$ cat config.mk
export PLATFORM = sky130hd
export DESIGN_NAME = sum_block_accumulator
export DESIGN_NICKNAME = d
export VERILOG_FILES = /design/src/rtl/sum_block_accumulator_pkg.sv /design/src/rtl/sum_block_accumulator_sat_add.sv /design/src/rtl/sum_block_accumulator.sv
export SDC_FILE = /design/constraint.sdc
export NUM_CORES = 1
export LEC_CHECK = 0
export ABC_AREA = 1
export BUFFER_PORTS_ARGS = -buffer_cell sky130_fd_sc_hd__buf_2
export CAP_MARGIN = 40
export CORE_AREA = 2 2 42 72
export CTS_CLUSTER_DIAMETER = 60
export DETAILED_ROUTE_END_ITERATION = 16
export DIE_AREA = 0 0 44 74
export PLACE_DENSITY = 0.76
export SYNTH_ARGS = -nofsm -noshare
export SYNTH_HDL_FRONTEND = slang
export SYNTH_SLANG_ARGS = --single-unit
$ cat constraint.sdc
create_clock -name clk -period 1.9 [get_ports clk]
set_input_delay 0 -clock clk [delete_from_list [all_inputs] [get_ports clk]]
set_output_delay 0 -clock clk [all_outputs]
set_load 0.01 [all_outputs]
$ cat src/rtl/sum_block_accumulator_pkg.sv
// Shared types and helpers for the block accumulator that sits behind the
// registered ripple adder.
package sum_acc_pkg;

  localparam int SUM_W_DEF     = 4;
  localparam int ACC_W_DEF     = 8;
  localparam int BLOCK_LEN_DEF = 4;
  localparam int MAX_SUM_W     = 16;

  typedef enum logic {
    ACCUM = 1'b0,
    HOLD  = 1'b1
  } state_t;

  // Caller zero-extends sum to MAX_SUM_W; c_out lands just above the sum bits.
  function automatic logic [MAX_SUM_W:0] beat_value(
    input logic [MAX_SUM_W-1:0] sum,
    input logic                 c_out,
    input int                   sum_w
  );
    logic [MAX_SUM_W:0] v;
    v        = {1'b0, sum};
    v[sum_w] = c_out;
    return v;
  endfunction

endpackage

$ cat src/rtl/sum_block_accumulator_sat_add.sv
// Unsigned saturating adder: clamps to all-ones when the true sum exceeds W bits.
module sat_add #(
  parameter int W = 8
) (
  input  logic [W-1:0] a,
  input  logic [W-1:0] b,
  output logic [W-1:0] y,
  output logic         sat
);

  logic [W:0] s;

  assign s   = {1'b0, a} + {1'b0, b};
  assign sat = s[W];
  assign y   = s[W] ? {W{1'b1}} : s[W-1:0];

endmodule

$ cat src/rtl/sum_block_accumulator.sv
// Accumulates {c_out,sum} beats into saturating block totals and presents each
// block on a valid/ready port; input is stalled while a result is pending.
module sum_block_accumulator
  import sum_acc_pkg::*;
#(
  parameter int SUM_W     = SUM_W_DEF,
  parameter int ACC_W     = ACC_W_DEF,
  parameter int BLOCK_LEN = BLOCK_LEN_DEF,
  parameter int CNT_W     = $clog2(BLOCK_LEN + 1)
) (
  input  logic             clk,
  input  logic             rst,
  input  logic             in_valid,
  output logic             in_ready,
  input  logic [SUM_W-1:0] sum,
  input  logic             c_out,
  input  logic             flush,
  output logic             out_valid,
  input  logic             out_ready,
  output logic [ACC_W-1:0] total,
  output logic [CNT_W-1:0] nsamp,
  output logic             overflow
);

  state_t             state_reg, state_next;
  logic [ACC_W-1:0]   acc_reg, acc_next;
  logic [CNT_W-1:0]   cnt_reg, cnt_next;
  logic               ovf_reg, ovf_next;
  logic [ACC_W-1:0]   total_reg, total_next;
  logic [CNT_W-1:0]   nsamp_reg, nsamp_next;
  logic               overflow_reg, overflow_next;

  logic [ACC_W-1:0]   beat;
  logic [ACC_W-1:0]   add_y;
  logic               add_sat;

  assign beat = ACC_W'(beat_value(MAX_SUM_W'(sum), c_out, SUM_W));

  sat_add #(.W(ACC_W)) u_sat_add (
    .a   (acc_reg),
    .b   (beat),
    .y   (add_y),
    .sat (add_sat)
  );

  always_comb begin
    state_next    = state_reg;
    acc_next      = acc_reg;
    cnt_next      = cnt_reg;
    ovf_next      = ovf_reg;
    total_next    = total_reg;
    nsamp_next    = nsamp_reg;
    overflow_next = overflow_reg;
    case (state_reg)
      ACCUM: begin
        if (in_valid) begin
          acc_next = add_y;
          ovf_next = ovf_reg | add_sat;
          cnt_next = cnt_reg + CNT_W'(1);
        end
        // Emit on a full block, or on flush when the block (including this beat) is non-empty.
        if (cnt_next == CNT_W'(BLOCK_LEN) || (flush && cnt_next != '0)) begin
          total_next    = acc_next;
          nsamp_next    = cnt_next;
          overflow_next = ovf_next;
          state_next    = HOLD;
        end
      end
      HOLD: begin
        if (out_ready) begin
          acc_next   = '0;
          cnt_next   = '0;
          ovf_next   = 1'b0;
          state_next = ACCUM;
        end
      end
      default: state_next = ACCUM;
    endcase
  end

  always_ff @(posedge clk) begin
    if (rst) begin
      state_reg    <= ACCUM;
      acc_reg      <= '0;
      cnt_reg      <= '0;
      ovf_reg      <= 1'b0;
      total_reg    <= '0;
      nsamp_reg    <= '0;
      overflow_reg <= 1'b0;
    end else begin
      state_reg    <= state_next;
      acc_reg      <= acc_next;
      cnt_reg      <= cnt_next;
      ovf_reg      <= ovf_next;
      total_reg    <= total_next;
      nsamp_reg    <= nsamp_next;
      overflow_reg <= overflow_next;
    end
  end

  assign in_ready  = (state_reg == ACCUM);
  assign out_valid = (state_reg == HOLD);
  assign total     = total_reg;
  assign nsamp     = nsamp_reg;
  assign overflow  = overflow_reg;

endmodule

# ---- After elaboration in Yosys (flattened, before gate mapping)
# Index checks and enable logic that the tools add are counted.
dict set report classes {
  reduce_logical 4
  bitwise 2
  n_addsub 2
  eq_ne 2
  mux 14
}
# operator count
set op_table {}
lappend op_table {{$mux W8} 3}
lappend op_table {{$pmux W8 S2} 1}
lappend op_table {{$add A8 B5 Y9} 1}
lappend op_table {{$mux W3} 3}
lappend op_table {{$pmux W3 S2} 1}
lappend op_table {{$mux W1} 4}
lappend op_table {{$pmux W1 S2} 2}
lappend op_table {{$add A3 B1 Y3 const B} 1}
lappend op_table {{$eq A3 B3 Y1 const B} 1}
lappend op_table {{$reduce_bool A3 Y1} 1}
lappend op_table {{$ne A2 B2 Y1 const B} 1}
lappend op_table {{$reduce_and A2 Y1} 1}
lappend op_table {{$logic_and A1 B1 Y1} 1}
lappend op_table {{$logic_or A1 B1 Y1} 1}
lappend op_table {{$not A1 Y1} 1}
lappend op_table {{$or A1 B1 Y1} 1}
dict set report totals {
  regBits 25
  output_inout_bits 14
  wordCells 31
  inputBits 10
}

# ---- Logic depth before layout (Yosys ltp)
dict set report logic_depth {
  word_depth 8
  depth_mapped 11
  ltp_nobuf 10
}

# ---- By module
# From an unflattened synthesis, not the netlist that was laid out.
dict set report unflattened {
  hier_cells 247
  hier_area_um2 1735.4
}
# mod cells_each seq_area_each_um2 area_each_um2 n_inst
set by_module_without_submodules {}
lappend by_module_without_submodules {sum_block_accumulator 170 500.5 1315.0 1}
lappend by_module_without_submodules {sat_add 77 0.0 420.4 1}

# ---- Worst setup path after synthesis
# No wires, ideal clock.
dict set report synth_timing {
  kind {reg2reg}
  startpoint {reg acc_reg[0]}
  endpoint {reg total_reg[2], in the netlist total[2]}
  t_required_ns 1.785
  arrival_time_ns 1.500
  setup_ns 0.115
  path_buffers 0
  synth_period_minus_slack_ns 1.615
  setup_slack_ns 0.285
  stages_incl_launch_ff 9
  cell_sequence {dfxtp_1 > ha_1 > fa_1 > nand2_1 > nand3_1 > nand2_1 > nand3_1 > a21oi_1 > nor2_1}
}
dict set report synth_between {
  elab_chain_cells 3
}
# element line
set synth_rtl {}
lappend synth_rtl {{start: declaration} sum_block_accumulator.sv:26} ;# logic [ACC_W-1:0] acc_reg, acc_next;
lappend synth_rtl {{start signal: assignment} sum_block_accumulator.sv:92} ;# acc_reg <= acc_next;
lappend synth_rtl {{$add A8 B5 Y9} sum_block_accumulator_sat_add.sv:13} ;# assign s = {1'b0, a} + {1'b0, b};
lappend synth_rtl {{$mux W8} sum_block_accumulator_sat_add.sv:15} ;# assign y = s[W] ? {W{1'b1}} : s[W-1:0];
lappend synth_rtl {{$mux W8} sum_block_accumulator.sv:56} ;# if (in_valid) begin
lappend synth_rtl {{end signal: assignment} sum_block_accumulator.sv:95} ;# total_reg <= total_next;
lappend synth_rtl {{end: declaration} sum_block_accumulator.sv:29} ;# logic [ACC_W-1:0] total_reg, total_next;
# No other way between the ends.
# A chain may end at the register's enable or synchronous reset.

# ---- Final worst setup path
dict set report layout_timing {
  startpoint {reg cnt_reg[0]}
  endpoint {reg total_reg[3], in the netlist total[3]}
}
dict set report layout_between {
  elab_chain_cells 7
  word_cells_on_any_way 8
  classes_between {add/sub: 1; eq/ne: 1; mux: 2; reduce/logical: 4}
}
# element line
set layout_rtl {}
lappend layout_rtl {{start: declaration} sum_block_accumulator.sv:27} ;# logic [CNT_W-1:0] cnt_reg, cnt_next;
lappend layout_rtl {{start signal: assignment} sum_block_accumulator.sv:93} ;# cnt_reg <= cnt_next;
lappend layout_rtl {{$add A3 B1 Y3} sum_block_accumulator.sv:59} ;# cnt_next = cnt_reg + CNT_W'(1);
lappend layout_rtl {{$mux W3 *} sum_block_accumulator.sv:56}
lappend layout_rtl {{$mux W3 *} sum_block_accumulator.sv:54} ;# case (state_reg)
lappend layout_rtl {{$reduce_bool A3 Y1} sum_block_accumulator.sv:62} ;# if (cnt_next == CNT_W'(BLOCK_LEN) || (flush && cnt_next != '0)) begin
lappend layout_rtl {{$logic_and A1 B1 Y1} sum_block_accumulator.sv:62}
lappend layout_rtl {{$logic_or A1 B1 Y1 *} sum_block_accumulator.sv:62}
lappend layout_rtl {{$reduce_and A2 Y1 (no source line) *} n/a}
# Mark *: on every way between the ends. The rest lies on a longest branch, timed or not. The select of a mux whose other input is x is not followed.

==> reports/metrics.yaml <==
status:
  status: "completed"
timing:
  relSlewSlack: 0.769
  tns_ns: 0
  max_slew.worst_pin.slew_ns: 0.346
  fin_crit_ns: 1.70
  rsz0062_at_grt: "false"
  skew_ns: 0.00283
  finalMaxSlewViolations: 0
  setup_violations: 0
  finalCritPeriodShare: 0.895
  fmax_ghz: 0.588
  hold_viol: 0
  finalWorstSetupSlack_ns: 0.200
power:
  finalPower_mw: 1.44
  power.density_mw_per_mm2: 924
  p_leak_nw: 0.753
  ir_worst_vdd_mv: 0.570
cts:
  clock-sinks: 25
  cts_root_buf: "clkbuf_8"
  cts_hold_buffers: 0
  worst_skew_pair.late_latency_ns: 0.26
  cts_tree: "done"
  cts_htree_levels: 1
  numCtsBuffers: 3
  cts_resized: 0
  clkTransAtPathRegs_ns: 0.09
  max-clock-path-buffers: 2
  post-cts-setup-buffer-count: 0
cells_and_area:
  drive_gt1_frac: 0.219
  fillCellCount: 279
  mostFrequentLayoutCell: "nand2_1"
  multiInputGateArea_um2: 772
  diodes: 0
  final_cell_mix: "40 x nand2_1, 25 x dfxtp_1, 23 x buf_2"
  syn2layout_area_growth_pct: 13.0
  fin_cells: 242
  final_nets: 233
  ff_latch_area_um2: 500
  design_area_mm2: 0.00156
worst_setup_path:
  worstSetupPathType: "reg2reg"
  r2r_cells: 8
  cp.arrival_ns: 1.91
  cp-start-kind: "flip-flop"
  ff2ff_setup_slack_ns: 0.20
  r2r_start: "cnt_reg[0]"
  regToRegEndpoint: "total[3]"
  worstPathMaxFanout: 15
  cp.required_ns: 2.11
  crit_path_end_kind: "flip-flop"
hold_path:
  hold_depth: 4
  hold_class: "in2reg"
  worstHoldStart: "out_ready"
  holdPathEnd: "acc_reg[0]"
yosys:
  syn-mean-instance-area_um2: 7.15
  synth_seq_cells: 25
  ys_warn_count: 0
  syn_area_mm2: 0.00138
  syn-num-nets: 210
  synth_cells: 193
  synth.distinct_cells: 27
  yosysSeqAreaShare: 0.363
routing:
  wl_per_cell_um: 12.2
  wirelength_um: 2960
  drc_errors: 0
  drt_first_pass_iters: 4
  drtIter0Drc: 21
  avgViaCountPerCell: 5.21
  ant_nets: 0
  vias: 1260
global_route:
  grt_max_degree: 18
  grt_pass1_wl_um: 5140
  antenna_found_initial: 0
  first_global_vias: 1182
  grt_usage: 0.206
  grt_overflow_total: 0
floorplan:
  rows: 25
  die_x_um: 44
  initial_utilization: 0.513
  coreArea_mm2: 0.00269
  die_h_um: 74
  die-area_mm2: 0.00326
  boundaryPins: 24
placement:
  dp_slack_ns: 0.144
  placed_area_mm2: 0.00150
  place_congestion: 0.916
  portBuffers: 23
  dp_hpwl_um: 2300
  dp_cells: 238
run:
  cap_violations: 0
==> metal layers <==
layer	track usage	vias up	share of wire	wire, um
li1	-	671	-	-
met1	0.238	563	0.43	1270
met2	0.373	22	0.53	1570
met3	0.0146	4	0.025	74
met4	0.0976	0	0.016	48
met5	0	-	0	0
==> cell families (layout without fill, tap and decap cells) <==
logic type,count (synthesis),in the layout,synth area share
adders and majority gates,7,7,0.0689
AOI/OAI and AO/OA,39,39,0.157
xor gates and xnor gates,3,3,0.0299
and+or+nand+nor,92,92,0.295
buffers and inverters,27,49,0.0870
DFF,25,25,0.363
==> cell type report <==
type / instances / area share
multi-input cells: 141 / 0.495
flip-flops and latches: 25 / 0.321
repair buffers: 25 / 0.0835
inverters: 20 / 0.0498
clock buffers: 4 / 0.0289
well taps: 27 / 0.0217
==> synthesized netlist by cell type (all sizes together) <==
library cell	n	area (um^2)
a21o	1	7.51
dfxtp	25	500
fa	1	20.0
o21ai	13	76.3
nand3	17	85.1
buf	3	27.5
nor2	21	88.8
inv	20	77.6
nand2	46	185
a2bb2oi	1	8.76
nand4	1	6.26
ha	6	75.1
clkbuf	4	15.0
xnor2	3	41.3
nor3	2	10.0
o21a	1	7.51
or2	5	31.3
a21oi	22	110
a31oi	1	6.26
==> report_power, final <==
group | switching (mW) | internal [mW] | total (mW)
Clock | 0.163 | 0.150 | 0.313
Combinational | 0.286 | 0.191 | 0.477
Sequential | 0.0500 | 0.600 | 0.650
Total | 0.499 | 0.941 | 1.44
==> worst max path at each step <==
stage                from  endpoint  cells past startpoint
2_1_floorplan  acc_reg[0]  total[2]                      8
3_3_place_gp   acc_reg[0]  total[2]                      8
3_5_place_dp   acc_reg[0]  total[2]                      8
4_1_cts        acc_reg[0]  total[2]                      8
5_1_grt        cnt_reg[0]  nsamp[0]                      8
6_report       cnt_reg[0]  total[3]                      8
==> worst max-delay path: stages, from the launching register on <==
cell and delay [ns]:
dfxtp_1 0.36, ha_1 0.35, o21ai_4 0.19, nand2_2 0.09, nand2_2 0.06, nand2_2 0.07
nor2_4 0.27, o21ai_0 0.14, nor2_1 0.12
==> through the flow <==
stage / hold slack [ns] / util
2_1_floorplan: 0.0691 / -
3_3_place_gp: 0.305 / 0.558
3_5_place_dp: 0.301 / 0.558
4_1_cts: 0.0149 / 0.575
5_1_grt: 0.0655 / 0.580
6_report: 0.0175 / 0.580
Note: power is estimated with default switching activity, not from simulation.
